`config.mk`:
```
export PLATFORM = sky130hd
export DESIGN_NAME = countdown_timer
export DESIGN_NICKNAME = d
export VERILOG_FILES = /design/src/rtl/countdown_timer.sv
export SDC_FILE = /design/constraint.sdc
export NUM_CORES = 1
export LEC_CHECK = 0
export BUFFER_PORTS_ARGS = -buffer_cell sky130_fd_sc_hd__buf_4
export CORE_UTILIZATION = 50
export CTS_BUF_LIST = sky130_fd_sc_hd__clkbuf_8
export DETAILED_ROUTE_END_ITERATION = 16
export GPL_TIMING_DRIVEN = 0
export PLACE_DENSITY = 0.83
export SLEW_MARGIN = 20
export SYNTH_ARGS = -nofsm -noshare
export SYNTH_HDL_FRONTEND = slang
export SYNTH_SLANG_ARGS = --single-unit
```
`constraint.sdc`:
```
create_clock -name reloj -period 2.74 [get_ports reloj]
set_input_delay 0.548 -clock reloj [delete_from_list [all_inputs] [get_ports reloj]]
set_output_delay 0.548 -clock reloj [all_outputs]
set_load 0.02 [all_outputs]
```
`src/rtl/countdown_timer.sv`:
```
// ============================================================================
// countdown_timer
// ----------------------------------------------------------------------------
// Four-digit BCD countdown timer for the alarm clock. It is loaded from the
// set-time digits, counts down towards 0000 on accepted tick strobes while
// running, and raises an alarm when the count reaches zero.
//
// Optional build macro:
//   COUNTDOWN_AUTO_RELOAD_EN
//     When defined, reaching zero while running with a non-zero reload value
//     reloads the count, keeps running and pulses alarm for one cycle.
//     A reload value of 0000 still ends in DONE with alarm latched.
//
// Parameters:
//   PRESCALE   accepted ticks per decrement, 1..255
//
// Ports:
//   reloj       in   system clock, rising edge
//   reseteador  in   synchronous active-high reset
//   tick        in   one-cycle count strobe (only counted while running)
//   load        in   capture d0..d3 as the new count and reload value
//   d0..d3      in   BCD digits to load (units..thousands), clamped to 9
//   start       in   begin or resume counting
//   stop        in   pause counting
//   ack         in   acknowledge and clear a latched alarm
//   b0..b3      out  current count (units..thousands)
//   running     out  high while in RUN
//   alarm       out  zero-reached indication
// ============================================================================
module countdown_timer #(
    parameter int PRESCALE = 1
) (
    input  logic       reloj,
    input  logic       reseteador,
    input  logic       tick,
    input  logic       load,
    input  logic [3:0] d0,
    input  logic [3:0] d1,
    input  logic [3:0] d2,
    input  logic [3:0] d3,
    input  logic       start,
    input  logic       stop,
    input  logic       ack,
    output logic [3:0] b0,
    output logic [3:0] b1,
    output logic [3:0] b2,
    output logic [3:0] b3,
    output logic       running,
    output logic       alarm
);

    typedef enum logic [1:0] {
        IDLE  = 2'd0,
        RUN   = 2'd1,
        PAUSE = 2'd2,
        DONE  = 2'd3
    } state_t;

    // Prescale counter value on which the next accepted tick decrements.
    localparam logic [7:0] PRESC_LAST = 8'(PRESCALE - 1);

    state_t          state_reg, state_next;
    logic [3:0][3:0] cnt_reg, cnt_next;
    logic [3:0][3:0] reload_reg, reload_next;
    logic [7:0]      presc_reg, presc_next;
    logic            alarm_reg, alarm_next;
    logic            running_reg, running_next;

    // ------------------------------------------------------------------
    // Digit-wise helpers: load clamping and BCD decrement with borrow.
    // ------------------------------------------------------------------
    logic [3:0][3:0] din;
    logic [3:0][3:0] din_clamped;
    logic [3:0][3:0] cnt_dec;
    logic [3:0]      borrow;    // borrow[i]: digit i must decrement
    logic [3:0]      digit_zero;
    logic            cnt_is_zero;
    logic            dec_is_zero;

    assign din = {d3, d2, d1, d0};

    genvar gi;
    generate
        for (gi = 0; gi < 4; gi++) begin : g_digit
            assign din_clamped[gi] = (din[gi] > 4'd9) ? 4'd9 : din[gi];
            assign digit_zero[gi]  = (cnt_reg[gi] == 4'd0);
            assign cnt_dec[gi]     = !borrow[gi]     ? cnt_reg[gi] :
                                     digit_zero[gi] ? 4'd9 :
                                                      4'(cnt_reg[gi] - 4'd1);
        end

        // The units digit always decrements; a higher digit only when every
        // digit below it was 0 and wrapped to 9.
        assign borrow[0] = 1'b1;
        for (gi = 1; gi < 4; gi++) begin : g_borrow
            assign borrow[gi] = borrow[gi-1] & digit_zero[gi-1];
        end
    endgenerate

    assign cnt_is_zero = &digit_zero;
    assign dec_is_zero = (cnt_dec == 16'h0000);

    // ------------------------------------------------------------------
    // State and datapath registers
    // ------------------------------------------------------------------
    always_ff @(posedge reloj) begin
        if (reseteador) begin
            state_reg   <= IDLE;
            cnt_reg     <= '0;
            reload_reg  <= '0;
            presc_reg   <= '0;
            alarm_reg   <= 1'b0;
            running_reg <= 1'b0;
        end else begin
            state_reg   <= state_next;
            cnt_reg     <= cnt_next;
            reload_reg  <= reload_next;
            presc_reg   <= presc_next;
            alarm_reg   <= alarm_next;
            running_reg <= running_next;
        end
    end

    // ------------------------------------------------------------------
    // Next-state logic. Priority: load > stop > start > tick.
    // ------------------------------------------------------------------
    always_comb begin
        state_next  = state_reg;
        cnt_next    = cnt_reg;
        reload_next = reload_reg;
        presc_next  = presc_reg;
        alarm_next  = alarm_reg;

        if (load) begin
            cnt_next    = din_clamped;
            reload_next = din_clamped;
            presc_next  = '0;
            alarm_next  = 1'b0;
            state_next  = IDLE;
        end else begin
            case (state_reg)
                IDLE, PAUSE: begin
                    // stop is meaningless here, so start is next in line.
                    if (start) begin
                        if (cnt_is_zero) begin
                            state_next = DONE;
                            alarm_next = 1'b1;
                        end else begin
                            state_next = RUN;
                            presc_next = '0;
                        end
                    end
                end

                RUN: begin
`ifdef COUNTDOWN_AUTO_RELOAD_EN
                    // A reload alarm is a single-cycle pulse.
                    alarm_next = 1'b0;
`endif
                    if (stop) begin
                        state_next = PAUSE;
                        presc_next = '0;
                    end else if (tick) begin
                        if (presc_reg >= PRESC_LAST) begin
                            presc_next = '0;
                            if (dec_is_zero) begin
`ifdef COUNTDOWN_AUTO_RELOAD_EN
                                if (reload_reg != 16'h0000) begin
                                    cnt_next   = reload_reg;
                                    alarm_next = 1'b1;
                                end else begin
                                    cnt_next   = '0;
                                    state_next = DONE;
                                    alarm_next = 1'b1;
                                end
`else
                                cnt_next   = '0;
                                state_next = DONE;
                                alarm_next = 1'b1;
`endif
                            end else begin
                                cnt_next = cnt_dec;
                            end
                        end else begin
                            presc_next = presc_reg + 8'd1;
                        end
                    end
                end

                DONE: begin
                    // Count holds 0000; start and tick are ignored.
                    if (ack) begin
                        alarm_next = 1'b0;
                        state_next = IDLE;
                    end
                end

                default: begin
                    state_next = IDLE;
                end
            endcase
        end
    end

    assign running_next = (state_next == RUN);

    assign b0      = cnt_reg[0];
    assign b1      = cnt_reg[1];
    assign b2      = cnt_reg[2];
    assign b3      = cnt_reg[3];
    assign running = running_reg;
    assign alarm   = alarm_reg;

endmodule

```
Yosys cells after proc, flatten, opt, wreduce, memory -nomap -nowiden. Index checks and enable logic that the tools add are counted.

$add $sub $neg: 5. Order comparisons: 5. Eq/ne operators: 14. Muxes and demuxes: 40. Bitwise operators: 2. Reductions and logical operators: 16.

Operators with widths (count): 2-to-1 mux 16 bit (6); 2-to-1 mux 4 bit (11); 2-to-1 mux 8 bit (5); inequality test 2 bit (second input constant) (9); > comparator 4 bit (second input constant) (4); logical NOT 16 bit (1); logical NOT 4 bit (4); 2-to-1 mux 2 bit (8); case mux 8 bit (2 select lines) (1); subtractor 4 x 1 -> 4 bit (second input constant) (4); AND reduction 4 bit (3); adder 8 x 1 -> 8 bit (second input constant) (1); greater-or-equal comparator 8 x 1 -> 1 bit (second input constant) (1); nonzero test 2 bit (4); 2-to-1 mux 1 bit (7); AND reduction 7 bit (1); case mux 2 bit (3 select lines) (1); == test 2 x 1 -> 1 bit (second input constant) (2); == test 2 bit (second input constant) (2); OR reduction 2 bit (2); inequality test 3 bit (second input constant) (1); case mux 1 bit (3 select lines) (1); AND 1 bit (2); logical NOT 2 bit (1).

Register bits after elaboration: 28. Input bits: 23. Output and inout bits: 18. Logic and storage cells: 90.

Longest topological paths before layout.
Depth after elaboration: 12. Gate-level depth with buffers: 7. Mapped depth without buffers: 5.

Worst setup path after synthesis. Ideal clock, no wire load.

Path type: flip-flop to flip-flop. Start point: reg cnt_reg, in the netlist b0[0]. End point: reg state_reg[1]. Library setup time: 116 ps. Arrival: 2031 ps. Required time: 2624 ps. Slack: 593 ps. Cell stages (with the launch flop): 7. Buffers on the path: 1. Period minus slack after synthesis: 2147 ps. Cells stage by stage: dfxtp_1 -> buf_6 -> or4_4 -> nor4_4 -> a211oi_1 -> or4_1 -> and3b_1.

Cells in the longest elaborated chain, start to end: 11. Elaborated cells on any way between the ends: 18. Classes of those cells: 1 x add/sub; 12 x mux; 2 x bitwise; 3 x reduce/logical.

RTL lines: start, declared (RTL line 63) `logic [3:0][3:0] cnt_reg, cnt_next;`; start signal, assigned (RTL line 116) `cnt_reg <= cnt_next;`; parallel branches: the longest is 9 deep, another holds subtractor 4 x 1 -> 4 bit; case mux 2 bit (3 select lines) * (RTL line 141) `case (state_reg)`; 2-to-1 mux 2 bit * (RTL line 134) `if (load) begin`; end signal, assigned (RTL line 115) `state_reg <= state_next;`; end, declared (RTL line 62) `state_t state_reg, state_next;`.

Mark *: on every way between the ends. A chain may end at the register's enable or synchronous reset.

Final worst setup path.
Start point: reg cnt_reg, in the netlist b0[3]. End point: reg state_reg[1].

The elaborated chain is that of the path after synthesis.

==> summary.txt <==
Outcome
  • Result of the run: completed

Global routing
  • Overall Global Routing Usage: 29.8%
  • Busiest grt layer: met2
  • Vias in the first global route: 1337
  • Number of antenna violations at the first check in global routing: 0
  • M3 GR Usage: under 10%
  • Global Route met2 Usage: 48.5%
  • First-pass GRT wire length: 6.11 mm
  • Largest net degree at the start of global routing: 11
  • Total global routing overflow: 0
  • Met1 capacity usage during global routing: about two fifths

Route
  • Per-cell via count in the routed design: slightly above 6
  • Total number of vias: 1485
  • Iteration count of the initial detailed-routing pass: 4
  • Routed wire per std cell: around 15 um
  • Number of DRC violations after detailed-routing iteration 0: 51
  • Remaining design rule violation count: 0
  • Number of nets with antenna violations after routing: 0
  • WL final: 3.77 mm

Clock tree
  • Post-CTS Repair Setup Buffers: 0
  • Clock tree from TritonCTS: done
  • Clock-pin slew on the worst setup and hold paths: roughly 80 ps
  • Number of sinks handled by clock tree synthesis: 20
  • Number of clock buffers inserted by TritonCTS: 3
  • Cts repair resizes: 0
  • CTS Root Buffer Type: clkbuf_8
  • Maximum root-to-sink buffer count: 2
  • Cts-stage hold buffer count: 0
  • Clk Latency, worst-skew pair: 260 ps
  • Level count of the clock H-tree: 1

Finish
  • Most common cell after layout, fill and taps aside: buf_4
  • Fin area: between 1500 and 2000 um2
  • Synth-to-layout area growth: 28.4%
  • Ratio of cells with drive above 1 in the final layout: 22.1%
  • Number of fillers in the final layout: 229
  • Commonest cells after routing, fill and taps aside: buf_4 (39), nor2_1 (20), dfxtp_1 (20)
  • Diodes inserted: 0
  • Share of the core filled with cells: 67.8%
  • Number of nets in the layout: 238

Pwr
  • Pint: 0.000500 W
  • Net Switching: 0.000241 W
  • Lkg Pwr: around 0.65 nW
  • Relative contribution of combinational cells to total power: 27.7%
  • Fraction of power spent switching nets: 32.5%
  • Share of total power in the clock network: 26.9%
  • Power density normalized to cell area: 441 nW/um2
  • Peak supply drop: 0.000264 V
  • Sequential group share of total power: 45.4%

STA
  • Total of endpoints with negative setup slack in the final report: 0
  • Final critical-path share of the clock period: between 80% and 90%
  • Max transition margin: 62.9%
  • Number of hold violations in the final report: 0
  • Setup slack after layout: 531 ps
  • Setup_tns: 0 ps
  • Transition time at the pin with the least slew margin: 552 ps
  • Clock skew after layout: 4.71 ps
  • Worst hold slack: between 500 and 600 ps
  • Minimum clock period after layout: roughly 2200 ps
  • Total count of max-transition violations in the final report: 0
  • Fmax: 0.453 GHz
  • Unrepaired setup endpoints after global routing: no

Synth
  • Warning count from the yosys run: 0
  • Primary FF master, synth: dfxtp_1
  • Netlist area before placement: 1310 um2
  • Post-synth top area cell: dfxtp_1
  • Share of synthesized flip-flops with an asynchronous set or reset: 0%
  • Yosys cell types: 44
  • Synth Net Count: between 150 and 200
  • Total of flip-flops plus latches after synthesis: 20
  • Top cell type's share of synthesized area: 30.6%
  • Post-Syn Area per Cell: 7.65 um2
  • Cells after synthesis: 171
  • Main area contributors after synthesis: dfxtp_1 (31%), a21oi_1 (6.1%), nor2_1 (5.7%)
  • Share of synthesized area occupied by flip-flops and latches: 30.6%
  • Count of flip-flops with a built-in enable after synthesis: 0

Floorplanning
  • Die footprint: 2820 um2
  • Chip width: between 50 and 60 um
  • Die Y: between 50 and 60 um
  • Initial standard-cell utilization of the core: between 50% and 60%
  • Number of top-level pins: a little over 40
  • Site row count: 18
  • Std-Cell Core Area: 2480 um2

Worst setup path
  • Critical Path Sink Type: flop
  • Bufs and invs on worst path: 0
  • Master of the slowest instance on the critical path: or4_4
  • Critical path launch point type: flop
  • Worst setup path class: flop to flop
  • Data arrival time of the worst path: between 2000 and 2500 ps
  • Critical path fanouts, max: 9
  • Required @ worst endpoint: between 2000 and 3000 ps
  • Cell family contributing the most delay on the critical path: simple AND/OR/NAND/NOR gates
  • Largest incremental delay on the critical path: 590 ps
  • Cell Chain, Critical Path: or4_4, nor4_4, a211oi_1, or4_1, and3b_1

Hold path
  • Kind of path behind the tightest hold check: input pin to flop

Placed design
  • HPWL Detailed: between 2 and 3 mm
  • Pre-CTS setup slack: between 500 and 600 ps
  • Placement Cell Area: 1640 um2
  • Last weighted congestion value of the routability-driven placer: 0.880
  • Number of buffers added on ports: 39

Run
  • Number of maximum-capacitance constraint violations: 0
synth_stat cells, drive strengths merged, types with 2 or more instances:
cell	n
nor3	10
o21a	2
o21ai	14
xnor2	3
nor4	5
nand3	2
inv	6
a221oi	3
or4	3
a21oi	16
a31oi	5
nor2	20
a311oi	2
mux2i	2
nor3b	3
nand2b	2
nor2b	3
nand3b	3
a21o	3
or3	3
clkbuf	8
nand4b	2
nand2	6
a211oi	5
nand4	4
dfxtp	20
worst paths after layout:
path | cells after the start | start | endpoint | slack [ps]
max reg2reg | 5 | b0[3]$_SDFFE_PP0P_ | state_reg[1]$_SDFF_PP0_ | 530
max | 5 | b0[3]$_SDFFE_PP0P_ | state_reg[1]$_SDFF_PP0_ | 530
min | 3 | d0[2] | b0[2]$_SDFFE_PP0P_ | 520
min reg2reg | 2 | b1[0]$_SDFFE_PP0P_ | b1[0]$_SDFFE_PP0P_ | 550
metrics by stage:
step,cells,power (W)
floorplan,171,0.000464
CTS,243,0.000739
global route,243,0.000778
finish,243,0.000741
global placement,240,0.000538
detailed placement,240,0.000544
power by group through the flow:
stage          sequential (W)  combinational [W]  clock [W]
3_5_place_dp         0.000342           0.000202          0
6_report             0.000337           0.000205   0.000199
4_1_cts              0.000336           0.000204   0.000199
3_3_place_gp         0.000341           0.000197          0
2_1_floorplan        0.000357           0.000108          0
5_1_grt              0.000340           0.000225   0.000213
worst register-to-register path, cell delays in order (launching register included):
cell and delay [ps]:
dfxtp_1 390, or4_4 590, nor4_4 340, a211oi_1 130
or4_1 450, and3b_1 210
metal layers:
layer / wire length, um / share of wire [%]
met1: 1670 / 44
met2: 1830 / 48
met3: 199 / 5.3
met4: 73 / 1.9
met5: 0 / 0
cells by family (layout without fill, tap and decap cells):
kind of cell           Yosys count  after routing  share of synthesized area [%]
AND/OR/NAND/NOR                 73             73                           33.0
flip-flops                      20             20                           30.6
XOR/XNOR                         3              3                           2.01
buffers and inverters           15             57                           4.88
multiplexers                     2              2                           1.53
AO/OA/AOI/OAI                   58             58                           27.9
final cells by class:
type | count | area, um2 | area share [%]
Multi-Input combinational cell | 136 | 843 | 50.2
Sequential cell | 20 | 400 | 23.8
Timing Repair Buffer | 39 | 293 | 17.4
Clock buffer | 3 | 41.3 | 2.46
Buffer | 9 | 41.3 | 2.46
Tap cell | 30 | 37.5 | 2.24
Inverter | 6 | 22.5 | 1.34
No activity file was read; power rests on OpenSTA's default activity.
